==> config.mk <==
export PLATFORM = sky130hd
export DESIGN_NAME = circular_fifo_flat
export DESIGN_NICKNAME = d
export VERILOG_FILES = /design/src/rtl/circular_fifo_if.sv /design/src/rtl/circular_fifo.sv /design/src/flat_wrapper.sv
export SDC_FILE = /design/constraint.sdc
export NUM_CORES = 1
export LEC_CHECK = 0
export CAP_MARGIN = 40
export CORE_MARGIN = 2
export CORE_UTILIZATION = 51
export CTS_CLUSTER_DIAMETER = 100
export DETAILED_ROUTE_END_ITERATION = 10
export GPL_ROUTABILITY_DRIVEN = 1
export PLACE_DENSITY = 0.81
export SLEW_MARGIN = 20
export SYNTH_ARGS = -nofsm -noshare
export SYNTH_HDL_FRONTEND = slang
export SYNTH_SLANG_ARGS = --single-unit
==> constraint.sdc <==
create_clock -name clk -period 1.6 [get_ports clk]
set_input_delay 0.16 -clock clk [delete_from_list [all_inputs] [get_ports clk]]
set_output_delay 0.16 -clock clk [all_outputs]
set_load 0.05 [all_outputs]
==> src/rtl/circular_fifo_if.sv <==
// rtl/circular_fifo_if.sv - producer/consumer handshake bundle for circular_fifo
interface circular_fifo_if #(
    parameter int DATA_W = 4
);
    logic [DATA_W-1:0] data_in;
    logic              wr_en;
    logic              rd_en;
    logic [DATA_W-1:0] data_out;
    logic              empty;
    logic              full;

    // Producer/consumer side drives requests and write data, observes status
    modport master (
        output data_in,
        output wr_en,
        output rd_en,
        input  data_out,
        input  empty,
        input  full
    );

    // FIFO side samples requests and returns read data and flags
    modport slave (
        input  data_in,
        input  wr_en,
        input  rd_en,
        output data_out,
        output empty,
        output full
    );
endinterface

==> src/rtl/circular_fifo.sv <==
// rtl/circular_fifo.sv - single-clock circular-buffer FIFO with wrap-bit pointers
module circular_fifo #(
    parameter int DATA_W = 4,
    parameter int ADDR_W = 3
) (
    input  logic                  clk,
    input  logic                  rst,
    circular_fifo_if.slave        bus
);
    localparam int DEPTH = 1 << ADDR_W;

    logic [DATA_W-1:0] mem [DEPTH];
    logic [ADDR_W:0]   wr_ptr;
    logic [ADDR_W:0]   rd_ptr;
    logic [DATA_W-1:0] data_out_q;

    logic empty_w;
    logic full_w;
    logic rd_acc;
    logic wr_acc;

    // Flags decode straight from the registered pointers; the MSB tells a
    // completely full buffer apart from an empty one when the indices match.
    assign empty_w = (wr_ptr == rd_ptr);
    assign full_w  = (wr_ptr[ADDR_W-1:0] == rd_ptr[ADDR_W-1:0]) &&
                     (wr_ptr[ADDR_W] != rd_ptr[ADDR_W]);

    // A read frees a slot in the same edge, so a full FIFO still takes a write
    // when it is also being read.
    assign rd_acc = bus.rd_en && !empty_w;
    assign wr_acc = bus.wr_en && (!full_w || rd_acc);

    assign bus.data_out = data_out_q;
    assign bus.empty    = empty_w;
    assign bus.full     = full_w;

    // Storage is never cleared; stale contents are unreachable once pointers reset
    always_ff @(posedge clk) begin
        if (wr_acc) begin
            mem[wr_ptr[ADDR_W-1:0]] <= bus.data_in;
        end
    end

    // Pointer advance and registered read data, cleared asynchronously
    always_ff @(posedge clk or negedge rst) begin
        if (!rst) begin
            wr_ptr     <= '0;
            rd_ptr     <= '0;
            data_out_q <= '0;
        end else begin
            if (wr_acc) begin
                wr_ptr <= wr_ptr + (ADDR_W+1)'(1);
            end
            if (rd_acc) begin
                rd_ptr     <= rd_ptr + (ADDR_W+1)'(1);
                data_out_q <= mem[rd_ptr[ADDR_W-1:0]];
            end
        end
    end
endmodule

==> src/flat_wrapper.sv <==
// flat-port wrapper written by rule: the top's interface ports become plain ports
module circular_fifo_flat 
#(
    parameter int DATA_W = 4,
    parameter int ADDR_W = 3
)
  (clk, rst, bus_data_in, bus_wr_en, bus_rd_en, bus_data_out, bus_empty, bus_full);
  circular_fifo_if #(.DATA_W(DATA_W)) bus_i ();
  input  logic clk;
  input  logic rst;
  input wire logic [$bits(bus_i.data_in)-1:0] bus_data_in;
  input wire logic [$bits(bus_i.wr_en)-1:0] bus_wr_en;
  input wire logic [$bits(bus_i.rd_en)-1:0] bus_rd_en;
  output wire logic [$bits(bus_i.data_out)-1:0] bus_data_out;
  output wire logic [$bits(bus_i.empty)-1:0] bus_empty;
  output wire logic [$bits(bus_i.full)-1:0] bus_full;
  assign bus_i.data_in = bus_data_in;
  assign bus_i.wr_en = bus_wr_en;
  assign bus_i.rd_en = bus_rd_en;
  assign bus_data_out = bus_i.data_out;
  assign bus_empty = bus_i.empty;
  assign bus_full = bus_i.full;
  circular_fifo #(.DATA_W(DATA_W), .ADDR_W(ADDR_W)) u_core (.clk(clk), .rst(rst), .bus(bus_i));
endmodule
==> impl_metrics.py, run 1 <==
metrics = {
    "drt": {
        "dr_wl_met2_um": 1870,
        "wirelength_um": 3670,
        "route.met3.wl_um": 130,
        "vias": 1077,
        "drtIter0Drc": 39,
        "met1_length_um": 1580,
        "routedWlPerCell_um": 18.7,
        "drc": 0,
        "first_pass_iters": 4,
        "vias_per_cell": 5.49,
        "dr.max_layer_used": "met4",
        "ant_nets": 0,
    },
    "floorplanning": {
        "start_util": 0.522,
        "num_io_pins": 14,
        "rows": 22,
        "die_h_um": 64.7,
        "core_area_um2": 3610,
        "dieArea_um2": 4190,
        "die_width_um": 64.7,
    },
    "synth": {
        "synth_compound_area_frac": 0.0339,
        "synthSimpleGateAreaFrac": 0.0612,
        "synth_area_um2": 1880,
        "ys_seq_elements": 44,
        "synth_nets": 124,
        "synth_top_family_by_area": "multiplexers",
        "synth-xor-area-share": 0.0592,
        "yosys.area_share.adder": 0.0133,
        "synth-seq-area-share": 0.671,
        "ys_types": 27,
        "synth_cells": 114,
        "synth_mux_area_frac": 0.129,
        "syn_area_per_cell_um2": 16.5,
        "ys_warn_count": 0,
    },
    "setup_path": {
        "critical_path_required_ns": 1.44,
        "crit_family": "flip-flops",
        "critPathBufInv": 3,
        "slowest_delay_ns": 0.42,
        "critPathLaunchType": "register",
        "cp_slowest_cell": "dfrtp_1",
        "cp.arrival_ns": 1.49,
        "cp_cell_sequence": "xor2_2, nand4_4, buf_6, inv_4, buf_12",
        "setup.worst_path.end_class": "primary output",
        "path_class": "register to primary output",
        "crit_fanout": 4,
    },
    "layout": {
        "fin_nets": 157,
        "final_area_um2": 2380,
        "diodes": 0,
        "drive_gt1_frac": 0.399,
        "area_growth_pct": 26.5,
    },
    "timing": {
        "drv_slew": 0,
        "max_freq_mhz": 605,
        "setup_violations": 8,
        "clock_skew_ns": 0.00839,
        "slew_headroom": 0.617,
        "final_hold_viol_count": 0,
        "period_needed_ns": 1.65,
        "fin_crit_sh": 1.03,
        "rsz0062_at_grt": "yes",
        "worst_slack_ns": -0.0518,
        "worst_slew_pin_slew_ns": 0.573,
    },
    "placement": {
        "pre_cts_ws_ns": -0.0948,
        "dpl_cell_area_um2": 2190,
        "dpl.hpwl_um": 2590,
        "portBuffers": 13,
        "gp_congestion": 0.769,
    },
    "clock_network": {
        "clk_pin_slew_ns": 0.08,
        "clk_latency_ns": 0.30,
        "cts_sinks": 44,
        "htreeDepth": 2,
        "cts_root_buf": "clkbuf_8",
        "numCtsBuffers": 5,
        "cts_max_path_buffers": 2,
        "holdBufCountCts": 0,
        "cts_tree": "done",
    },
    "global_route": {
        "antenna_found_initial": 0,
        "grt_max_degree": 15,
        "grt_usage": 0.203,
        "grt_pass1_wl_um": 5890,
        "gr-total-overflow": 0,
        "grt_pass1_vias": 1096,
    },
    "power": {
        "leakage_nw": 0.883,
        "vdd_drop_max_mv": 1.17,
        "power_density_nw_per_um2": 2040,
    },
    "outcome": {
        "status": "complete, but fails checks",
        "violations": "negative setup slack",
    },
    "min_path": {
        "min_path_type": "primary input to asynchronous set/reset pin",
    },
    "run": {
        "cap_violations": 0,
    },
}
-- synth_stat cells (all sizes together) --
| cell | number | share of area |
|---|---|---|
| edfxtp | 32 | 0.51 |
| o21bai | 1 | 0.0040 |
| ha | 2 | 0.013 |
| xor2 | 3 | 0.014 |
| mux2 | 2 | 0.012 |
| dfrtp | 12 | 0.16 |
| nor2 | 9 | 0.022 |
| inv | 4 | 0.0080 |
| clkbuf | 1 | 0.0020 |
| xnor2 | 8 | 0.045 |
| buf | 5 | 0.023 |
| nand2b | 2 | 0.0067 |
| o21ai | 7 | 0.021 |
| nor3 | 2 | 0.0053 |
| a41o | 1 | 0.0053 |
| nand4 | 1 | 0.0067 |
| nor2b | 1 | 0.0033 |
| o211ai | 1 | 0.0040 |
| nand2 | 6 | 0.012 |
| nand3 | 2 | 0.0053 |
| mux2i | 4 | 0.021 |
| mux4 | 8 | 0.096 |
-- state kept, by name, indices dropped and copies added, names as in the netlist --
register             cells
u_core.bus.data_out      4
u_core.wr_ptr            4
u_core.mem              32
u_core.rd_ptr            4
-- cell families after synthesis --
| group | count (synthesis) |
|---|---|
| flops | 44 |
| simple gates | 23 |
| compound gates | 10 |
| fa+ha+maj | 2 |
| buf+inv | 10 |
| xor+xnor | 11 |
| mux | 14 |
-- metrics by stage --
stage          utilization  std cells  total power [mW]  TNS [ns]  hold WS (ns)
2_1_floorplan            -        114              3.08         0        -0.136
3_3_place_gp         0.608        187              3.76    -0.273         0.471
3_5_place_dp         0.608        187              3.83     -1.17         0.480
4_1_cts              0.642        196              4.63   -0.0520         0.244
5_1_grt              0.660        196              5.10     -1.91         0.275
6_report             0.660        196              4.85    -0.112         0.222
-- path summary, 6_finish.rpt --
| kind | depth (start not counted) | slack [ns] | end | from |
|---|---|---|---|---|
| max | 5 | -0.05 | bus_full | u_core.rd_ptr[3]$_DFFE_PN0P_ |
| min | 1 | 0.22 | u_core.wr_ptr[3]$_DFFE_PN0P_ | rst |
| max reg2reg | 6 | -0.01 | u_core.rd_ptr[2]$_DFFE_PN0P_ | u_core.rd_ptr[1]$_DFFE_PN0P_ |
| min reg2reg | 2 | 0.50 | u_core.bus.data_out[0]$_DFFE_PN0P_ | u_core.bus.data_out[0]$_DFFE_PN0P_ |
| max in group asynchronous | 1 | 1.00 | u_core.wr_ptr[2]$_DFFE_PN0P_ | rst |
| min in group clk | 2 | 0.50 | u_core.bus.data_out[0]$_DFFE_PN0P_ | u_core.bus.data_out[0]$_DFFE_PN0P_ |
-- cell usage in the layout (no fill, tap or decap), types with 2 or more instances in the layout --
cell,Yosys,final
edfxtp_1,32,32
nor2_4,1,2
nor2_1,8,4
buf_12,0,3
xor2_1,3,2
buf_4,2,20
nor2_2,0,3
mux4_2,8,8
nand2_1,6,6
dfrtp_1,12,12
o21ai_1,6,5
xnor2_2,2,3
clkdlybuf4s50_1,0,7
nand2b_1,2,2
inv_1,4,3
clkbuf_8,0,5
xnor2_1,6,5
mux2i_1,4,3
ha_1,2,2
-- layout make-up --
class / count / area [um^2]
clock buffer: 6 / 72.6
inverter: 4 / 17.5
timing repair buffer: 32 / 307
fill: 242 / 1230
tap: 48 / 60.1
sequential: 44 / 1260
multi-input combinational: 60 / 648
clock inverter: 2 / 12.5
-- power breakdown --
part,switching [mW],total [mW],internal [mW]
Clock,0.366,0.671,0.305
Combinational,1.30,2.48,1.18
Sequential,0.179,1.70,1.52
Total,1.84,4.85,3.00
-- layer usage --
metal,track usage,up-vias
met5,0,-
met4,0.0878,0
met3,0.0642,8
met2,0.317,29
met1,0.263,549
li1,-,491
-- what timing repair did --
action | CTS | global route
pin swaps | 4 | 0
setup buffers | 1 | 0
setup endpoints to repair | 9 | 35
resized for setup | 8 | 13
cloned | 0 | 0
Power figures use the tool's default switching activity.
==> run 2, diff against run 1 <==
- CAP_MARGIN: 40 -> 0
- CORE_ASPECT_RATIO: default -> 0.5
==> impl_metrics.py, run 2 (synthesis gave the netlist of run 1 again) <==
metrics = {
    "outcome": {
        "status": "complete, but fails checks",
        "violations": "negative setup slack",
    },
    "setup_path": {
        "slowest_delay_ns": 0.41,
        "critPathBufInv": 2,
        "cp_cell_sequence": "xnor2_2, buf_4, nand3_2, nor2_2, buf_12",
        "critPathLaunchType": "register",
        "cp_slowest_cell": "dfrtp_1",
        "path_class": "register to primary output",
        "setup.worst_path.end_class": "primary output",
        "crit_fanout": 2,
        "cp.arrival_ns": 1.47,
        "critical_path_required_ns": 1.44,
        "crit_family": "flip-flops",
    },
    "timing": {
        "rsz0062_at_grt": "yes",
        "worst_slew_pin_slew_ns": 0.563,
        "setup_violations": 2,
        "slew_headroom": 0.624,
        "clock_skew_ns": 0.00909,
        "fin_tns_setup_ns": -0.0367,
        "period_needed_ns": 1.63,
        "worst_slack_ns": -0.0340,
        "drv_slew": 0,
        "final_hold_viol_count": 0,
        "max_freq_mhz": 612,
        "fin_crit_sh": 1.02,
    },
    "drt": {
        "drc": 0,
        "wirelength_um": 3470,
        "routedWlPerCell_um": 17.4,
        "vias_per_cell": 5.15,
        "vias": 1029,
        "drtIter0Drc": 43,
        "first_pass_iters": 4,
        "ant_nets": 0,
    },
    "power": {
        "leakage_nw": 0.877,
        "comb_power_share": 0.501,
        "p_int_mw": 2.94,
        "vdd_drop_max_mv": 0.706,
        "pwr-share-seq": 0.361,
        "p_sw_mw": 1.73,
        "clkPwrFrac": 0.138,
        "power_density_nw_per_um2": 1980,
        "switching_share": 0.370,
        "finalPower_mw": 4.66,
    },
    "clock_network": {
        "htreeDepth": 2,
        "numCtsBuffers": 5,
        "cts_setup_buffers": 0,
        "holdBufCountCts": 0,
        "clk_pin_slew_ns": 0.08,
        "cts_root_buf": "clkbuf_8",
        "cts_sinks": 44,
        "clk_latency_ns": 0.29,
        "cts_tree": "done",
        "cts_max_path_buffers": 2,
    },
    "floorplanning": {
        "die_h_um": 46.9,
        "die_width_um": 89.9,
        "core_area_um2": 3490,
        "num_io_pins": 14,
        "start_util": 0.539,
        "dieArea_um2": 4220,
        "rows": 15,
    },
    "placement": {
        "gp_congestion": 0.758,
        "portBuffers": 13,
        "dpl.hpwl_um": 2480,
        "pre_cts_ws_ns": -0.0772,
        "place_inst": 195,
    },
    "layout": {
        "final_core_util": 0.675,
        "area_growth_pct": 25.3,
        "fin_nets": 158,
        "diodes": 0,
        "final_cell_mix": "32 x edfxtp_1, 23 x buf_4, 12 x dfrtp_1, 8 x mux4_2, 7 x clkdlybuf4s50_1",
        "largest_register_ffs": 32,
        "drive_gt1_frac": 0.383,
        "final_common_cell": "edfxtp_1",
        "instances_no_fill": 200,
    },
    "run": {
        "cap_violations": 0,
    },
    "global_route": {
        "grt_usage": 0.183,
        "antenna_found_initial": 0,
        "grt_pass1_wl_um": 5220,
        "grt_max_degree": 13,
        "grt_pass1_vias": 999,
        "gr-total-overflow": 0,
    },
    "min_path": {
        "min_path_type": "primary input to asynchronous set/reset pin",
    },
}
[run 2: power groups by stage]
stage	clock (mW)	sequential, mW	combinational (mW)
2_1_floorplan	0	1.83	1.24
3_3_place_gp	0	1.68	2.11
3_5_place_dp	0	1.69	2.15
4_1_cts	0.654	1.67	2.20
5_1_grt	0.696	1.71	2.51
6_report	0.645	1.68	2.34
[run 2: worst paths after layout]
kind | cells after the start | endpoint | slack (ns) | start
max | 5 | bus_empty | -0.03 | u_core.wr_ptr[2]$_DFFE_PN0P_
min | 1 | u_core.rd_ptr[2]$_DFFE_PN0P_ | 0.22 | rst
max reg2reg | 4 | u_core.rd_ptr[1]$_DFFE_PN0P_ | 0.03 | u_core.wr_ptr[2]$_DFFE_PN0P_
min reg2reg | 2 | u_core.bus.data_out[0]$_DFFE_PN0P_ | 0.50 | u_core.bus.data_out[0]$_DFFE_PN0P_
max in group asynchronous | 1 | u_core.bus.data_out[3]$_DFFE_PN0P_ | 1.00 | rst
min in group clk | 2 | u_core.bus.data_out[0]$_DFFE_PN0P_ | 0.50 | u_core.bus.data_out[0]$_DFFE_PN0P_
[run 2: through the flow]
step / cell area [um^2] / hold WS, ns
final: 2360 / 0.223
after global routing: 2360 / 0.254
after CTS: 2320 / 0.245
after detailed placement: 2220 / 0.486
after global placement: 2220 / 0.472
after floorplan: 1890 / -0.136
[run 2: cell type report]
cell class / count / area [um^2]
Tap cell: 51 / 63.8
Clock buffer: 7 / 76.3
Timing Repair Buffer: 33 / 294
Sequential cell: 44 / 1260
Multi-Input combinational cell: 60 / 639
Inverter: 4 / 17.5
Fill cell: 222 / 1130
Clock inverter: 1 / 3.75
[run 2: per-layer routing]
layer,up-vias,part of all wire,GRT usage
met2,22,0.49,0.300
met1,515,0.45,0.237
met4,0,0.018,0.0831
li1,485,-,-
met3,7,0.049,0.0562
met5,-,0,0
[run 2: worst reg2reg max path: cells and delay by family, from the launching register on]
| kind | cells | cell delay [ns] |
|---|---|---|
| xor gates and xnor gates | 1 | 0.24 |
| muxes | 1 | 0.34 |
| AOI/OAI and AO/OA | 1 | 0.30 |
| buffers and inverters | 1 | 0.16 |
| DFF | 1 | 0.41 |
[run 2: timing repair]
item | CTS | global route
pin swaps | 2 | 3
resized for setup | 5 | 13
endpoints found under the setup margin | 11 | 37
==> run 3, diff against run 2 <==
- CAP_MARGIN: 0 -> default
- SETUP_SLACK_MARGIN: default -> 0.1
- TNS_END_PERCENT: default -> 5
==> impl_metrics.py, run 3 (synthesis gave the netlist of run 1 again) <==
metrics = {
    "outcome": {
        "status": "complete, but fails checks",
        "violations": "negative setup slack",
    },
    "drt": {
        "vias_per_cell": 5.32,
        "wirelength_um": 3610,
        "ant_nets": 0,
        "vias": 1075,
        "drc": 0,
        "drtIter0Drc": 73,
        "first_pass_iters": 4,
        "routedWlPerCell_um": 17.9,
    },
    "floorplanning": {
        "die_h_um": 46.9,
        "die_width_um": 89.9,
        "rows": 15,
        "start_util": 0.539,
        "core_area_um2": 3490,
        "num_io_pins": 14,
        "dieArea_um2": 4220,
    },
    "power": {
        "leakage_nw": 0.898,
        "comb_power_share": 0.504,
        "p_int_mw": 3.12,
        "power_density_nw_per_um2": 2060,
        "clkPwrFrac": 0.154,
        "vdd_drop_max_mv": 0.748,
        "p_sw_mw": 1.82,
        "pwr-share-seq": 0.342,
        "switching_share": 0.369,
    },
    "layout": {
        "diodes": 0,
        "multi_input_area_um2": 636,
        "fin_nets": 160,
        "seq_area_um2": 1260,
        "final_core_util": 0.688,
        "instances_no_fill": 202,
        "fillers": 231,
        "largest_register_ffs": 32,
        "final_cell_mix": "32 x edfxtp_1, 24 x buf_4, 12 x dfrtp_1, 8 x mux4_2, 7 x clkdlybuf4s50_1",
        "drive_gt1_frac": 0.391,
        "final_common_cell": "edfxtp_1",
        "area_growth_pct": 27.7,
        "final_area_um2": 2400,
    },
    "timing": {
        "clock_skew_ns": 0.0108,
        "drv_slew": 0,
        "setup_violations": 7,
        "worst_slack_ns": -0.0588,
        "max_freq_mhz": 603,
        "rsz0062_at_grt": "yes",
        "slew_headroom": 0.621,
        "fin_tns_setup_ns": -0.276,
        "worst_slew_pin_slew_ns": 0.566,
        "period_needed_ns": 1.66,
        "fin_crit_sh": 1.04,
        "final_hold_viol_count": 0,
    },
    "placement": {
        "dpl.hpwl_um": 2580,
        "place_inst": 191,
        "portBuffers": 13,
        "dpl_cell_area_um2": 2190,
        "gp_congestion": 0.786,
    },
    "setup_path": {
        "cp_slowest_cell": "dfrtp_1",
        "cp_cell_sequence": "xnor2_2, nand4_4, buf_6, inv_4, buf_12",
        "crit_family": "flip-flops",
        "setup.worst_path.end_class": "primary output",
        "path_class": "register to primary output",
        "critical_path_required_ns": 1.44,
        "critPathLaunchType": "register",
        "cp.arrival_ns": 1.50,
        "slowest_delay_ns": 0.42,
        "critPathBufInv": 3,
        "crit_fanout": 4,
    },
    "run": {
        "cap_violations": 0,
    },
    "global_route": {
        "grt_pass1_wl_um": 5510,
        "gr-total-overflow": 0,
        "grt_pass1_vias": 1082,
        "grt_usage": 0.184,
        "grt_max_degree": 14,
        "antenna_found_initial": 0,
    },
    "clock_network": {
        "htreeDepth": 2,
        "cts_sinks": 44,
        "numCtsBuffers": 5,
        "cts_root_buf": "clkbuf_8",
        "clk_latency_ns": 0.29,
        "cts_tree": "done",
        "clk_pin_slew_ns": 0.08,
        "cts_max_path_buffers": 2,
    },
    "min_path": {
        "min_path_type": "primary input to asynchronous set/reset pin",
    },
}
## run 3: cell count changes in the layout (fill, tap and decap cells not counted), sizes merged
cell	change
buf	+2
## run 3: worst reg2reg max path, cell delays in order, from the launching register on
cell and delay, ns:
dfrtp_1 0.42, xnor2_2 0.27, nand4_4 0.17, o21bai_2 0.27, nor3_1 0.10, buf_4 0.16
## run 3: final timing paths
check / from / endpoint / slack (ns) / cells past startpoint
worst min register to register: u_core.bus.data_out[1]$_DFFE_PN0P_ / u_core.bus.data_out[1]$_DFFE_PN0P_ / 0.51 / 2
max in group asynchronous: rst / u_core.bus.data_out[0]$_DFFE_PN0P_ / 1.00 / 1
worst max register to register: u_core.rd_ptr[0]$_DFFE_PN0P_ / u_core.mem[2][3]$_DFFE_PP_ / -0.04 / 5
worst min-delay path: rst / u_core.rd_ptr[1]$_DFFE_PN0P_ / 0.22 / 1
worst max-delay path: u_core.rd_ptr[0]$_DFFE_PN0P_ / bus_full / -0.06 / 5
min in group clk: u_core.bus.data_out[1]$_DFFE_PN0P_ / u_core.bus.data_out[1]$_DFFE_PN0P_ / 0.51 / 2
## run 3: stage by stage
stage / worst slack, ns / power [mW] / hold slack [ns]
final: -0.0588 / 4.94 / 0.224
after global routing: -0.101 / 5.17 / 0.264
after CTS: -0.0702 / 4.69 / 0.251
after detailed placement: -0.130 / 3.82 / 0.487
after global placement: -0.0415 / 3.74 / 0.471
after floorplan: -0.0193 / 3.07 / -0.136
## run 3: final cells by class
type / instances / share of cell area
Tap cell: 51 / 0.0266
Inverter: 4 / 0.00729
Timing Repair Buffer: 35 / 0.134
Multi-Input combinational cell: 60 / 0.265
Clock inverter: 1 / 0.00208
Sequential cell: 44 / 0.525
Clock buffer: 7 / 0.0406
## run 3: power by group through the flow
stage | Sequential [mW] | Combinational (mW) | Clock, mW
floorplan | 1.83 | 1.24 | 0
global placement | 1.68 | 2.06 | 0
detailed placement | 1.70 | 2.13 | 0
CTS | 1.68 | 2.23 | 0.773
global route | 1.71 | 2.64 | 0.817
finish | 1.69 | 2.49 | 0.761
## run 3: timing repair
item	4_1_cts	5_1_grt
buffers inserted	1	2
hold buffers	0	0
resized for setup	10	10
endpoints found under the setup margin	37	44
pin swaps	4	4
## run 3: routing by layer
metal  global-route usage  wire (um)
met1                0.249       1640
met2                0.300       1730
met3               0.0498        208
met4               0.0738         37
met5                    0          0
